===== config.mk =====
export PLATFORM = sky130hd
export DESIGN_NAME = multi_ch_timer
export DESIGN_NICKNAME = d
export VERILOG_FILES = /design/src/rtl/multi_ch_timer.sv
export SDC_FILE = /design/constraint.sdc
export NUM_CORES = 1
export LEC_CHECK = 0
export ABC_AREA = 1
export CORE_ASPECT_RATIO = 0.7
export CORE_UTILIZATION = 50
export CTS_CLUSTER_SIZE = 20
export DETAILED_ROUTE_END_ITERATION = 10
export PLACE_DENSITY = 0.81
export SYNTH_ARGS = -nofsm -noshare
export SYNTH_HDL_FRONTEND = slang
export SYNTH_SLANG_ARGS = --single-unit

===== constraint.sdc =====
create_clock -name clk -period 2.4 [get_ports clk]
set_clock_uncertainty 0.1 [all_clocks]
set_input_delay 0.48 -clock clk [delete_from_list [all_inputs] [get_ports clk]]
set_output_delay 0.48 -clock clk [all_outputs]
set_load 0.005 [all_outputs]

===== src/rtl/multi_ch_timer.sv =====
// Multi-channel programmable timer: CH independent channels, each with a period
// register, periodic/one-shot mode, pausable count, overflow pulse and sticky flag.
module multi_ch_timer #(
   parameter int BITS       = 32,
   parameter int CH         = 4,
   parameter int DEF_PERIOD = 40000000
) (
   input  logic               clk,
   input  logic               rst_n,
   input  logic [CH-1:0]      start,
   input  logic [CH-1:0]      stop,
   input  logic [CH-1:0]      enable,
   input  logic [CH-1:0]      mode,
   input  logic [CH-1:0]      load,
   input  logic [CH*BITS-1:0] load_val,
   input  logic [CH-1:0]      clr_flag,
   output logic [CH-1:0]      overflow,
   output logic [CH-1:0]      ovf_flag,
   output logic [CH-1:0]      busy,
   output logic [CH*BITS-1:0] cnt_val
);

   typedef enum logic [1:0] {
      IDLE = 2'd0,
      RUN  = 2'd1,
      DONE = 2'd2
   } state_t;

   localparam logic [BITS-1:0] DEF_P = BITS'(DEF_PERIOD);
   localparam logic [BITS-1:0] ONE   = BITS'(1);

   for (genvar i = 0; i < CH; i++) begin : g_ch
      state_t          state, state_n;
      logic [BITS-1:0] cnt, cnt_n;
      logic [BITS-1:0] period, period_n;
      logic [BITS-1:0] last;
      logic            mode_q, mode_n;
      logic            ovf_q, ovf_n;
      logic            flag_q;

      // A period of zero behaves like a period of one: terminal count at cnt 0.
      assign last = (period == '0) ? '0 : period - ONE;

      // Priority: load, stop, start, count.
      always_comb begin
         state_n  = state;
         cnt_n    = cnt;
         period_n = period;
         mode_n   = mode_q;
         ovf_n    = 1'b0;
         if (load[i]) begin
            period_n = load_val[i*BITS +: BITS];
            cnt_n    = '0;
            state_n  = IDLE;
         end else if (stop[i]) begin
            cnt_n   = '0;
            state_n = IDLE;
         end else if (start[i] && state != RUN) begin
            mode_n  = mode[i];
            cnt_n   = '0;
            state_n = RUN;
         end else if (state == RUN && enable[i]) begin
            if (cnt == last) begin
               cnt_n = '0;
               ovf_n = 1'b1;
               if (mode_q) state_n = DONE;
            end else begin
               cnt_n = cnt + ONE;
            end
         end
      end

      always_ff @(posedge clk or negedge rst_n) begin
         if (!rst_n) begin
            state  <= IDLE;
            cnt    <= '0;
            period <= DEF_P;
            mode_q <= 1'b0;
            ovf_q  <= 1'b0;
            flag_q <= 1'b0;
         end else begin
            state  <= state_n;
            cnt    <= cnt_n;
            period <= period_n;
            mode_q <= mode_n;
            ovf_q  <= ovf_n;
            // Set wins over a same-cycle clear.
            flag_q <= ovf_n | (flag_q & ~clr_flag[i]);
         end
      end

      assign overflow[i]              = ovf_q;
      assign ovf_flag[i]              = flag_q;
      assign busy[i]                  = (state == RUN);
      assign cnt_val[i*BITS +: BITS]  = cnt;
   end

endmodule

Yosys cells after proc, flatten, opt, wreduce, memory -nomap -nowiden
Index checks and enable logic that the tools add are counted.
{"block": "totals", "regBits": 276, "inputBits": 154, "out_inout_bits": 140, "wordCells": 164}
{"block": "op_classes", "addsub": 8, "n_eq_ne": 12, "n_mux": 68, "bitwise_logic": 20, "n_reduce_logical": 32}
{"cell": "two-way mux 32 bit", "count": 24}
{"cell": "adder 32 x 1 -> 32 bit, second input constant", "count": 4}
{"cell": "== test 32 bit", "count": 4}
{"cell": "logical NOT 32 bit", "count": 4}
{"cell": "subtractor 32 x 1 -> 32 bit, second input constant", "count": 4}
{"cell": "two-way mux 2 bit", "count": 24}
{"cell": "nonzero test 4 bit", "count": 12}
{"cell": "AND reduction 3 bit", "count": 8}
{"cell": "two-way mux 1 bit", "count": 20}
{"cell": "inverter 1 bit", "count": 12}
{"cell": "== test 2 x 1 -> 1 bit, second input constant", "count": 4}
{"cell": "logical AND 1 bit", "count": 8}
{"cell": "!= test 2 x 1 -> 1 bit, second input constant", "count": 4}
{"cell": "AND 1 bit", "count": 4}
{"cell": "OR 1 bit", "count": 4}

Logic depth before layout (Yosys ltp)
Gate-level depths: netlist of the first run.
{"block": "depth", "depth_word": 9, "depth_mapped": 21, "depth_no_buf": 20}

Worst setup path after synthesis of the first run
No wires, ideal clock.
{"block": "synth_path", "path_type": "flip-flop to flip-flop", "from": "register g_ch[0].period[0]", "to": "register g_ch[0].cnt[21]", "setup_time_ns": 0.120, "arrival_ns": 2.313, "t_required_ns": 2.180, "slack_ns": -0.133, "stages_incl_launch_ff": 19, "n_path_buf": 3, "period_less_slack_ns": 2.533, "cell_sequence": "dfrtp_1 > inv_1 > ha_1 > nand2_2 > nor2_4 > nand2_1 > inv_2 > nand2_2 > buf_6 > buf_6 > nand4_1 > nand2_1 > a21oi_1 > nand2_1 > nor2_1 > nand3_2 > a21oi_4 > buf_6 > nor2_2"}
{"block": "synth_between", "elab_chain_len": 8, "elab_cells_between_ends": 9, "cone_classes": "1 x add/sub; 1 x eq/ne; 6 x mux; 1 x reduce/logical"}
{"element": "start, declared", "line": "35", "source": "logic [BITS-1:0] period, period_n;"}
{"element": "start signal, assigned", "line": "84", "source": "period <= period_n;"}
{"element": "subtractor 32 x 1 -> 32 bit / logical NOT 32 bit (equally long branches)", "line": "42", "source": "assign last = (period == '0) ? '0 : period - ONE;"}
{"element": "two-way mux 32 bit (*)", "line": "42"}
{"element": "== test 32 bit (*)", "line": "63", "source": "if (cnt == last) begin"}
{"element": "two-way mux 32 bit (*)", "line": "63"}
{"element": "two-way mux 32 bit (*)", "line": "62", "source": "end else if (state == RUN && enable[i]) begin"}
{"element": "two-way mux 32 bit (*)", "line": "58", "source": "end else if (start[i] && state != RUN) begin"}
{"element": "two-way mux 32 bit (*)", "line": "55", "source": "end else if (stop[i]) begin"}
{"element": "two-way mux 32 bit (*)", "line": "51", "source": "if (load[i]) begin"}
{"element": "end signal, assigned", "line": "83", "source": "cnt <= cnt_n;"}
{"element": "end, declared", "line": "34", "source": "logic [BITS-1:0] cnt, cnt_n;"}
Every way passes the cells marked *; elsewhere a longest branch is shown, timed or not. The select of a mux whose other input is x is not followed.
A chain may end at the register's enable or synchronous reset.

Worst setup path after layout of the first run
{"block": "layout_path", "from": "register g_ch[0].period[4]", "to": "register g_ch[0].cnt[19]"}
The elaborated chain is that of the path after synthesis.

==> flow_summary.html, run 1 <==
<table>
<tr><th>Metric</th><th>Value</th></tr>
<tr><th colspan="2">Logic synthesis</th></tr>
<tr><td>Async set-reset flop share out of synthesis</td><td>100%</td></tr>
<tr><td>Post-Syn Area</td><td>0.0197 mm^2</td></tr>
<tr><td>Top post-synthesis cells by count</td><td>869 x sky130_fd_sc_hd__nand2_1, 471 x sky130_fd_sc_hd__nor2_1, 339 x sky130_fd_sc_hd__inv_1, 244 x sky130_fd_sc_hd__dfrtp_1, 211 x sky130_fd_sc_hd__o21ai_0</td></tr>
<tr><td>Synthesis-stage register bit count</td><td>276</td></tr>
<tr><td>Biggest area consumer among synthesized cells</td><td>sky130_fd_sc_hd__dfrtp_1</td></tr>
<tr><td>Number of enable flip-flop cells after synthesis</td><td>0</td></tr>
<tr><td>Count of synthesis-stage warnings from yosys</td><td>0</td></tr>
<tr><td>Adder-cell area share of the yosys netlist</td><td>0.507%</td></tr>
<tr><td>Net count of the mapped netlist</td><td>3177</td></tr>
<tr><td>Most frequently used cell type in the post-synthesis netlist</td><td>sky130_fd_sc_hd__nand2_1</td></tr>
<tr><td>Multiplexer area fraction after synthesis</td><td>0.906%</td></tr>
<tr><td>Synth Area in Compound Gates</td><td>8.82%</td></tr>
<tr><td>Fraction of synthesized cell area in xor and xnor cells</td><td>6.74%</td></tr>
<tr><td>Number of distinct library cells after synthesis</td><td>44</td></tr>
<tr><td>Sequential cell area fraction in the yosys report</td><td>35.2%</td></tr>
<tr><td>Largest family of logic cells by synthesized area</td><td>simple AND/OR/NAND/NOR gates</td></tr>
<tr><td>Post-synthesis cell count</td><td>3015</td></tr>
<tr><td>Share of the synthesized area in the top cell type</td><td>30.9%</td></tr>
<tr><td>Simple-gate share of the synthesized area</td><td>38.8%</td></tr>
<tr><td>Flip-flop cell with the highest count after synthesis</td><td>sky130_fd_sc_hd__dfrtp_1</td></tr>
<tr><td>Avg Synthesized Cell Area</td><td>6.55 um^2</td></tr>
<tr><td>Top cells by area, synth</td><td>sky130_fd_sc_hd__dfrtp_1 31%, sky130_fd_sc_hd__nand2_1 17%, sky130_fd_sc_hd__nor2_1 9.0%, sky130_fd_sc_hd__inv_1 6.4%, sky130_fd_sc_hd__xor2_1 5.8%</td></tr>
<tr><th colspan="2">Pwr</th></tr>
<tr><td>Max VDD drop</td><td>0.571 mV</td></tr>
<tr><td>Power per cell area</td><td>439 mW/mm^2</td></tr>
<tr><td>Leak</td><td>13.8 nW</td></tr>
<tr><td>Total power after layout</td><td>13.6 mW</td></tr>
<tr><th colspan="2">Global routing</th></tr>
<tr><td>Maximum number of pins on one net before global-route repair</td><td>64</td></tr>
<tr><td>Wire length of the first global-routing pass</td><td>127 mm</td></tr>
<tr><td>Antenna violations before repair</td><td>1</td></tr>
<tr><td>GRT Overall Usage</td><td>39.8%</td></tr>
<tr><td>Overflow left after global routing</td><td>0</td></tr>
<tr><td>Vias in the first global route</td><td>23801</td></tr>
<tr><th colspan="2">Detailed routing</th></tr>
<tr><td>Via count</td><td>25071</td></tr>
<tr><td>Wire length per cell</td><td>19.2 um</td></tr>
<tr><td>Detailed-routing iteration count for the pre-antenna-repair pass</td><td>6</td></tr>
<tr><td>DRC violations left</td><td>0</td></tr>
<tr><td>Routed Wire Length</td><td>85.3 mm</td></tr>
<tr><td>Vias per Instance</td><td>5.65</td></tr>
<tr><td>Antenna-violating nets left</td><td>0</td></tr>
<tr><td>Starting DRC count in detailed routing</td><td>2999</td></tr>
<tr><th colspan="2">CTS</th></tr>
<tr><td>Clock tree root buffer cell</td><td>sky130_fd_sc_hd__clkbuf_16</td></tr>
<tr><td>CTS buffer count</td><td>29</td></tr>
<tr><td>Sinks on Clock Net</td><td>276</td></tr>
<tr><td>Clock transition at path regs</td><td>70 ps</td></tr>
<tr><td>Maximum level of the CTS H-tree</td><td>1</td></tr>
<tr><td>CTS tree</td><td>yes</td></tr>
<tr><td>Clock latency reported for the late side of the worst-skew pair</td><td>600 ps</td></tr>
<tr><td>Max clock buf depth</td><td>3</td></tr>
<tr><th colspan="2">Finish</th></tr>
<tr><td>Finished layout cell area</td><td>0.0310 mm^2</td></tr>
<tr><td>Final Core Density</td><td>80.1%</td></tr>
<tr><td>Share of layout cells above drive strength 1</td><td>30.4%</td></tr>
<tr><td>Layout overhead on the synthesized area</td><td>56.8%</td></tr>
<tr><td>Number of nets in the finished design</td><td>4048</td></tr>
<tr><th colspan="2">Place</th></tr>
<tr><td>Instance area after placement</td><td>0.0272 mm^2</td></tr>
<tr><td>Number of buffers added on ports</td><td>293</td></tr>
<tr><td>Global placement routability congestion</td><td>1.04</td></tr>
<tr><td>Minimum setup slack after placement</td><td>-556 ps</td></tr>
<tr><td>Post-DP HPWL</td><td>61.1 mm</td></tr>
<tr><th colspan="2">Setup path</th></tr>
<tr><td>Slowest cell on the critical path</td><td>sky130_fd_sc_hd__dfrtp_1</td></tr>
<tr><td>Worst setup SP type</td><td>register</td></tr>
<tr><td>Worst endpoint data arrival time</td><td>3340 ps</td></tr>
<tr><td>Critical setup path kind</td><td>reg2reg</td></tr>
<tr><td>Total buffers and inverters traversed by the critical path</td><td>3</td></tr>
<tr><td>Crit Path Max Fanout</td><td>8</td></tr>
<tr><td>Peak per-stage delay on the critical path</td><td>380 ps</td></tr>
<tr><td>Crit path cell chain</td><td>nor2_1 &gt; nand2_2 &gt; nor2_4 &gt; buf_6 &gt; nand2_4 &gt; o21ai_1 &gt; nand4_1 &gt; a21oi_1 &gt; nand2_1 &gt; nor2_2 &gt; nand3_4 &gt; a21oi_4 &gt; buf_6 &gt; buf_12 &gt; nor2_4</td></tr>
<tr><td>Kind of end point of the critical path</td><td>register</td></tr>
<tr><td>CP required</td><td>2780 ps</td></tr>
<tr><td>Delay-heaviest family, CP</td><td>simple AND/OR/NAND/NOR gates</td></tr>
<tr><th colspan="2">Outcome</th></tr>
<tr><td>Status</td><td>complete, but fails checks</td></tr>
<tr><td>Violations in the final reports</td><td>setup timing</td></tr>
<tr><th colspan="2">STA</th></tr>
<tr><td>Final-report hold violation count</td><td>0</td></tr>
<tr><td>RSZ-0062 raised after global routing</td><td>true</td></tr>
<tr><td>Final number of setup-violating endpoints</td><td>144</td></tr>
<tr><td>Final setup slack of the worst path</td><td>-564 ps</td></tr>
<tr><td>Achievable clock frequency</td><td>337 MHz</td></tr>
<tr><td>Number of max-slew violations in the final report</td><td>0</td></tr>
<tr><td>Worst slew pin tran</td><td>693 ps</td></tr>
<tr><td>Share of the cycle needed by the critical path after routing</td><td>123%</td></tr>
<tr><td>Rel. slew slack</td><td>53.4%</td></tr>
<tr><td>Clock period minus worst slack</td><td>2960 ps</td></tr>
<tr><th colspan="2">Job</th></tr>
<tr><td>Reported max-cap violation count</td><td>0</td></tr>
<tr><th colspan="2">Floorplanning</th></tr>
<tr><td>Effective utilization at floorplan</td><td>51.1%</td></tr>
<tr><td>I/O pin count</td><td>294</td></tr>
<tr><td>Area of the placeable core</td><td>0.0387 mm^2</td></tr>
<tr><td>Horizontal die dimension</td><td>239 um</td></tr>
<tr><td>Overall die area</td><td>0.0403 mm^2</td></tr>
<tr><td>Die height</td><td>168 um</td></tr>
<tr><td>Row Count</td><td>60</td></tr>
<tr><th colspan="2">Min path</th></tr>
<tr><td>Hold WC Path Type</td><td>in2reg</td></tr>
</table>
==> where the power goes <==
part           internal, mW  switching, mW  leakage (nW)
sequential             4.92          0.199          3.54
clock                  2.73           2.08         0.490
combinational          1.72           1.94          9.81
total                  9.38           4.22          13.8
==> placed cells by master (no fill, tap or decap), types with 41 or more instances in the layout <==
cell | netlist | final
sky130_fd_sc_hd__nor2_4 | 9 | 62
sky130_fd_sc_hd__o21ai_0 | 211 | 174
sky130_fd_sc_hd__xor2_1 | 130 | 114
sky130_fd_sc_hd__clkdlybuf4s50_1 | 0 | 289
sky130_fd_sc_hd__nor3_1 | 45 | 42
sky130_fd_sc_hd__nor2_2 | 22 | 110
sky130_fd_sc_hd__nor2_1 | 471 | 331
sky130_fd_sc_hd__buf_6 | 15 | 41
sky130_fd_sc_hd__o21ai_2 | 0 | 96
sky130_fd_sc_hd__nand2_1 | 869 | 802
sky130_fd_sc_hd__inv_1 | 339 | 326
sky130_fd_sc_hd__buf_4 | 13 | 554
sky130_fd_sc_hd__nand2_2 | 10 | 59
sky130_fd_sc_hd__dfrtp_1 | 244 | 239
sky130_fd_sc_hd__nand4_1 | 99 | 99
sky130_fd_sc_hd__nand3_1 | 210 | 173
==> flip-flops by register name (all words and copies together) (netlist names) <==
| name | count |
|---|---|
| g_ch.cnt | 128 |
| g_ch.flag_q | 4 |
| g_ch.mode_q | 4 |
| g_ch.ovf_q | 4 |
| g_ch.period | 128 |
| g_ch.state | 8 |
==> stage by stage <==
step	TNS, ps	hold slack [ps]	std cells
2_1_floorplan	-292	84.4	3015
3_3_place_gp	-55420	286	4293
3_5_place_dp	-62970	292	4293
4_1_cts	-42840	112	4416
5_1_grt	-82710	153	4436
6_report	-64270	140	4436
==> tightest hold or removal path: stages <==
cell,delay (ps)
sky130_fd_sc_hd__buf_2,90
sky130_fd_sc_hd__nor2_1,70
sky130_fd_sc_hd__nand2_1,110
sky130_fd_sc_hd__nand2_1,60
==> per-layer routing <==
| layer | global-route usage, % | vias up | wire length (um) |
|---|---|---|---|
| li1 | - | 11388 | - |
| met1 | 54.5 | 11742 | 34100 |
| met2 | 63.4 | 1576 | 38700 |
| met3 | 6.76 | 365 | 8630 |
| met4 | 14.0 | 0 | 3890 |
| met5 | 0 | - | 0 |
==> area by class of cell <==
cell class	count	area [um^2]
flip-flops and latches	276	6950
clock inverters	11	118
multi-input cells	2310	12800
fillers	2658	7700
repair inverters	1	8.76
inverters	346	1320
well taps	527	659
repair buffers	922	8210
diodes	1	2.50
clock buffers	42	875
==> repair_timing <==
item,4_1_cts,5_1_grt
hold endpoints to repair,32,0
cloned,11,4
pin swaps,63,112
endpoints found under the setup margin,145,146
gates resized for setup,259,331
hold buffers,1,0
buffers inserted,62,37
==> cell families (layout without fill, tap and decap cells) <==
logic type / after synthesis / in the layout
compound gates: 337 / 337
flops: 276 / 276
mux: 16 / 16
buf+inv: 430 / 1322
simple gates: 1797 / 1798
other cells: 0 / 1
xor+xnor: 151 / 151
fa+ha+maj: 8 / 8
==> final timing paths <==
kind	startpoint	to	slack, ps	cells after the start
worst max-delay path	g_ch[0].period[4]	g_ch[0].cnt[19]	-560	15
worst max register to register	g_ch[0].period[4]	g_ch[0].cnt[19]	-560	15
worst min-delay path	load[2]	g_ch[2].state[0]	140	4
max in group asynchronous	rst_n	g_ch[0].period[9]	1220	3
min in group asynchronous	rst_n	g_ch[3].cnt[14]	280	2
worst min register to register	g_ch[3].flag_q	g_ch[3].flag_q	400	2
Power figures use the tool's default switching activity.
==> run 2, diff against run 1 <==
--- a/config.mk
+++ b/config.mk
@@ -11,6 +11,7 @@
 export CTS_CLUSTER_SIZE = 20
 export DETAILED_ROUTE_END_ITERATION = 10
 export PLACE_DENSITY = 0.81
+export REMOVE_ABC_BUFFERS = 1
 export SYNTH_ARGS = -nofsm -noshare
 export SYNTH_HDL_FRONTEND = slang
 export SYNTH_SLANG_ARGS = --single-unit
==> flow_summary.html, run 2 (synthesized netlist as in run 1, its figures left out) <==
<table>
<tr><th>Metric</th><th>Value</th></tr>
<tr><th colspan="2">Outcome</th></tr>
<tr><td>Status</td><td>complete, but fails checks</td></tr>
<tr><td>Violations in the final reports</td><td>setup timing</td></tr>
<tr><th colspan="2">Finish</th></tr>
<tr><td>Share of layout cells above drive strength 1</td><td>29.9%</td></tr>
<tr><td>Biggest registers after layout</td><td>g_ch.cnt: 128 flops, g_ch.period: 128 flops, g_ch.state: 8 flops</td></tr>
<tr><td>Final-layout fill cell count</td><td>2648</td></tr>
<tr><td>Commonest cells after routing, fill and taps aside</td><td>788 x sky130_fd_sc_hd__nand2_1, 542 x sky130_fd_sc_hd__buf_4, 354 x sky130_fd_sc_hd__nor2_1</td></tr>
<tr><td>Most frequent standard cell in the layout excluding fill and tap cells</td><td>sky130_fd_sc_hd__nand2_1</td></tr>
<tr><td>Layout overhead on the synthesized area</td><td>56.2%</td></tr>
<tr><td>Non-filler instance count after layout</td><td>4418</td></tr>
<tr><td>Number of nets in the finished design</td><td>4028</td></tr>
<tr><td>Finished layout cell area</td><td>0.0308 mm^2</td></tr>
<tr><th colspan="2">CTS</th></tr>
<tr><td>CTS buffer count</td><td>30</td></tr>
<tr><td>CTS tree</td><td>yes</td></tr>
<tr><td>Maximum level of the CTS H-tree</td><td>1</td></tr>
<tr><td>Clock transition at path regs</td><td>70 ps</td></tr>
<tr><td>Max clock buf depth</td><td>3</td></tr>
<tr><td>Clock latency reported for the late side of the worst-skew pair</td><td>600 ps</td></tr>
<tr><td>Sinks on Clock Net</td><td>276</td></tr>
<tr><td>Clock tree root buffer cell</td><td>sky130_fd_sc_hd__clkbuf_16</td></tr>
<tr><th colspan="2">Floorplanning</th></tr>
<tr><td>Effective utilization at floorplan</td><td>51.1%</td></tr>
<tr><td>Die height</td><td>168 um</td></tr>
<tr><td>Overall die area</td><td>0.0403 mm^2</td></tr>
<tr><td>Horizontal die dimension</td><td>239 um</td></tr>
<tr><td>I/O pin count</td><td>294</td></tr>
<tr><td>Row Count</td><td>60</td></tr>
<tr><td>Area of the placeable core</td><td>0.0387 mm^2</td></tr>
<tr><th colspan="2">STA</th></tr>
<tr><td>Worst slew pin tran</td><td>748 ps</td></tr>
<tr><td>Final-report hold violation count</td><td>0</td></tr>
<tr><td>Clock period minus worst slack</td><td>3070 ps</td></tr>
<tr><td>Number of max-slew violations in the final report</td><td>0</td></tr>
<tr><td>Final number of setup-violating endpoints</td><td>144</td></tr>
<tr><td>Achievable clock frequency</td><td>325 MHz</td></tr>
<tr><td>Share of the cycle needed by the critical path after routing</td><td>128%</td></tr>
<tr><td>Final setup slack of the worst path</td><td>-673 ps</td></tr>
<tr><td>RSZ-0062 raised after global routing</td><td>true</td></tr>
<tr><td>Rel. slew slack</td><td>49.9%</td></tr>
<tr><td>Fin Setup TNS</td><td>-68580 ps</td></tr>
<tr><th colspan="2">Min path</th></tr>
<tr><td>Endpoint of the worst hold-timing path</td><td>g_ch[1].state[0]</td></tr>
<tr><td>HP Start</td><td>load[1]</td></tr>
<tr><td>Hold WC Path Type</td><td>in2reg</td></tr>
<tr><td>Hold Crit Depth</td><td>4</td></tr>
<tr><th colspan="2">Place</th></tr>
<tr><td>Instance area after placement</td><td>0.0270 mm^2</td></tr>
<tr><td>Post-DP HPWL</td><td>62.7 mm</td></tr>
<tr><td>Global placement routability congestion</td><td>1.06</td></tr>
<tr><td>Number of buffers added on ports</td><td>293</td></tr>
<tr><td># placed instances</td><td>4285</td></tr>
<tr><th colspan="2">Setup path</th></tr>
<tr><td>Worst R2R End</td><td>g_ch[3].cnt[3]</td></tr>
<tr><td>Startpoint of the most critical register-to-register path</td><td>g_ch[3].period[5]</td></tr>
<tr><td>CP most frequent cell</td><td>sky130_fd_sc_hd__nor2_4</td></tr>
<tr><td>Slack of the worst reg-to-reg path</td><td>-670 ps</td></tr>
<tr><td>Kind of end point of the critical path</td><td>register</td></tr>
<tr><td>Worst setup SP type</td><td>register</td></tr>
<tr><td>Crit path cell chain</td><td>nor2_1 &gt; nand2_1 &gt; nor2_4 &gt; nand2_2 &gt; nor2_4 &gt; clkinv_4 &gt; buf_6 &gt; nand4_1 &gt; inv_1 &gt; nor2_2 &gt; nand3_2 &gt; nor2_4 &gt; nand3_4 &gt; nand2_8 &gt; buf_12 &gt; buf_12 &gt; o21ai_2</td></tr>
<tr><td>Worst endpoint data arrival time</td><td>3430 ps</td></tr>
<tr><td>CP required</td><td>2750 ps</td></tr>
<tr><td>Total buffers and inverters traversed by the critical path</td><td>5</td></tr>
<tr><td>Crit Path Max Fanout</td><td>8</td></tr>
<tr><td>Delay-heaviest family, CP</td><td>simple AND/OR/NAND/NOR gates</td></tr>
<tr><td>Peak per-stage delay on the critical path</td><td>420 ps</td></tr>
<tr><td>Critical setup path kind</td><td>reg2reg</td></tr>
<tr><td>Slowest cell on the critical path</td><td>sky130_fd_sc_hd__dfrtp_1</td></tr>
<tr><td>Cells on worst reg2reg path</td><td>17</td></tr>
<tr><th colspan="2">Global routing</th></tr>
<tr><td>Overflow left after global routing</td><td>0</td></tr>
<tr><td>Vias in the first global route</td><td>23359</td></tr>
<tr><td>Maximum number of pins on one net before global-route repair</td><td>65</td></tr>
<tr><td>Antenna violations before repair</td><td>1</td></tr>
<tr><td>GRT Overall Usage</td><td>40.2%</td></tr>
<tr><td>Wire length of the first global-routing pass</td><td>127 mm</td></tr>
<tr><th colspan="2">Pwr</th></tr>
<tr><td>Max VDD drop</td><td>0.745 mV</td></tr>
<tr><td>Leak</td><td>13.9 nW</td></tr>
<tr><td>Total power after layout</td><td>13.6 mW</td></tr>
<tr><td>Power per cell area</td><td>443 mW/mm^2</td></tr>
<tr><th colspan="2">Detailed routing</th></tr>
<tr><td>DRC violations left</td><td>0</td></tr>
<tr><td>Vias per Instance</td><td>5.72</td></tr>
<tr><td>Antenna-violating nets left</td><td>0</td></tr>
<tr><td>Via count</td><td>25274</td></tr>
<tr><td>Starting DRC count in detailed routing</td><td>3480</td></tr>
<tr><td>Routed Wire Length</td><td>88.2 mm</td></tr>
<tr><td>Wire length per cell</td><td>20.0 um</td></tr>
<tr><td>Detailed-routing iteration count for the pre-antenna-repair pass</td><td>7</td></tr>
<tr><th colspan="2">Job</th></tr>
<tr><td>Reported max-cap violation count</td><td>0</td></tr>
</table>
[run 2: timing repair]
action	CTS	global route
pin swaps	58	129
resized for setup	233	362
buffers inserted	38	46
hold buffers	1	0
setup endpoints to repair	144	148
hold endpoints to repair	245	0
cloned	7	5
[run 2: worst max-delay path by stage]
stage / slack (ps) / startpoint / endpoint / depth (start not counted)
finish: -670 / g_ch[3].period[5] / g_ch[3].cnt[3] / 17
global route: -750 / g_ch[3].period[5] / g_ch[3].cnt[3] / 18
CTS: -440 / g_ch[3].period[0] / g_ch[3].cnt[2] / 18
detailed placement: -710 / g_ch[1].period[3] / g_ch[1].cnt[22] / 15
global placement: -600 / g_ch[1].period[3] / g_ch[1].cnt[23] / 15
floorplan: -680 / g_ch[0].period[0] / g_ch[0].cnt[30] / 17
[run 2: final cells by class]
class	count	area [um^2]	area share [%]
multi-input combinational	2309	12800	41.7
inverter	346	1320	4.29
clock buffer	36	815	2.64
tap	527	659	2.14
timing repair buffer	903	8040	26.1
antenna	1	2.50	0.00812
sequential	276	6960	22.6
clock inverter	20	190	0.617
[run 2: where the power goes]
| group | total, mW | internal, mW | switching (mW) | leakage (nW) |
|---|---|---|---|---|
| combinational | 3.64 | 1.69 | 1.95 | 9.85 |
| sequential | 5.14 | 4.92 | 0.223 | 3.54 |
| clock | 4.87 | 2.66 | 2.20 | 0.475 |
| total | 13.6 | 9.28 | 4.37 | 13.9 |
[run 2: metrics by stage]
stage | util (%) | worst slack (ps) | hold WS, ps
2_1_floorplan | - | -680 | 84.4
3_3_place_gp | 69.9 | -598 | 237
3_5_place_dp | 69.9 | -710 | 239
4_1_cts | 75.6 | -440 | 114
5_1_grt | 79.7 | -753 | 179
6_report | 79.7 | -673 | 122
[run 2: worst register-to-register path, delay by kind of cell, from the launching register on]
kind	cells	cell delay, ps
AO/OA/AOI/OAI	1	100
buffers and inverters	5	640
flip-flops	1	420
AND/OR/NAND/NOR	11	1680
[run 2: layer usage]
layer / wire length (um) / track usage (%)
met1: 36100 / 58.0
met2: 38000 / 60.4
met3: 11100 / 9.41
met4: 2980 / 9.81
met5: 0 / 0
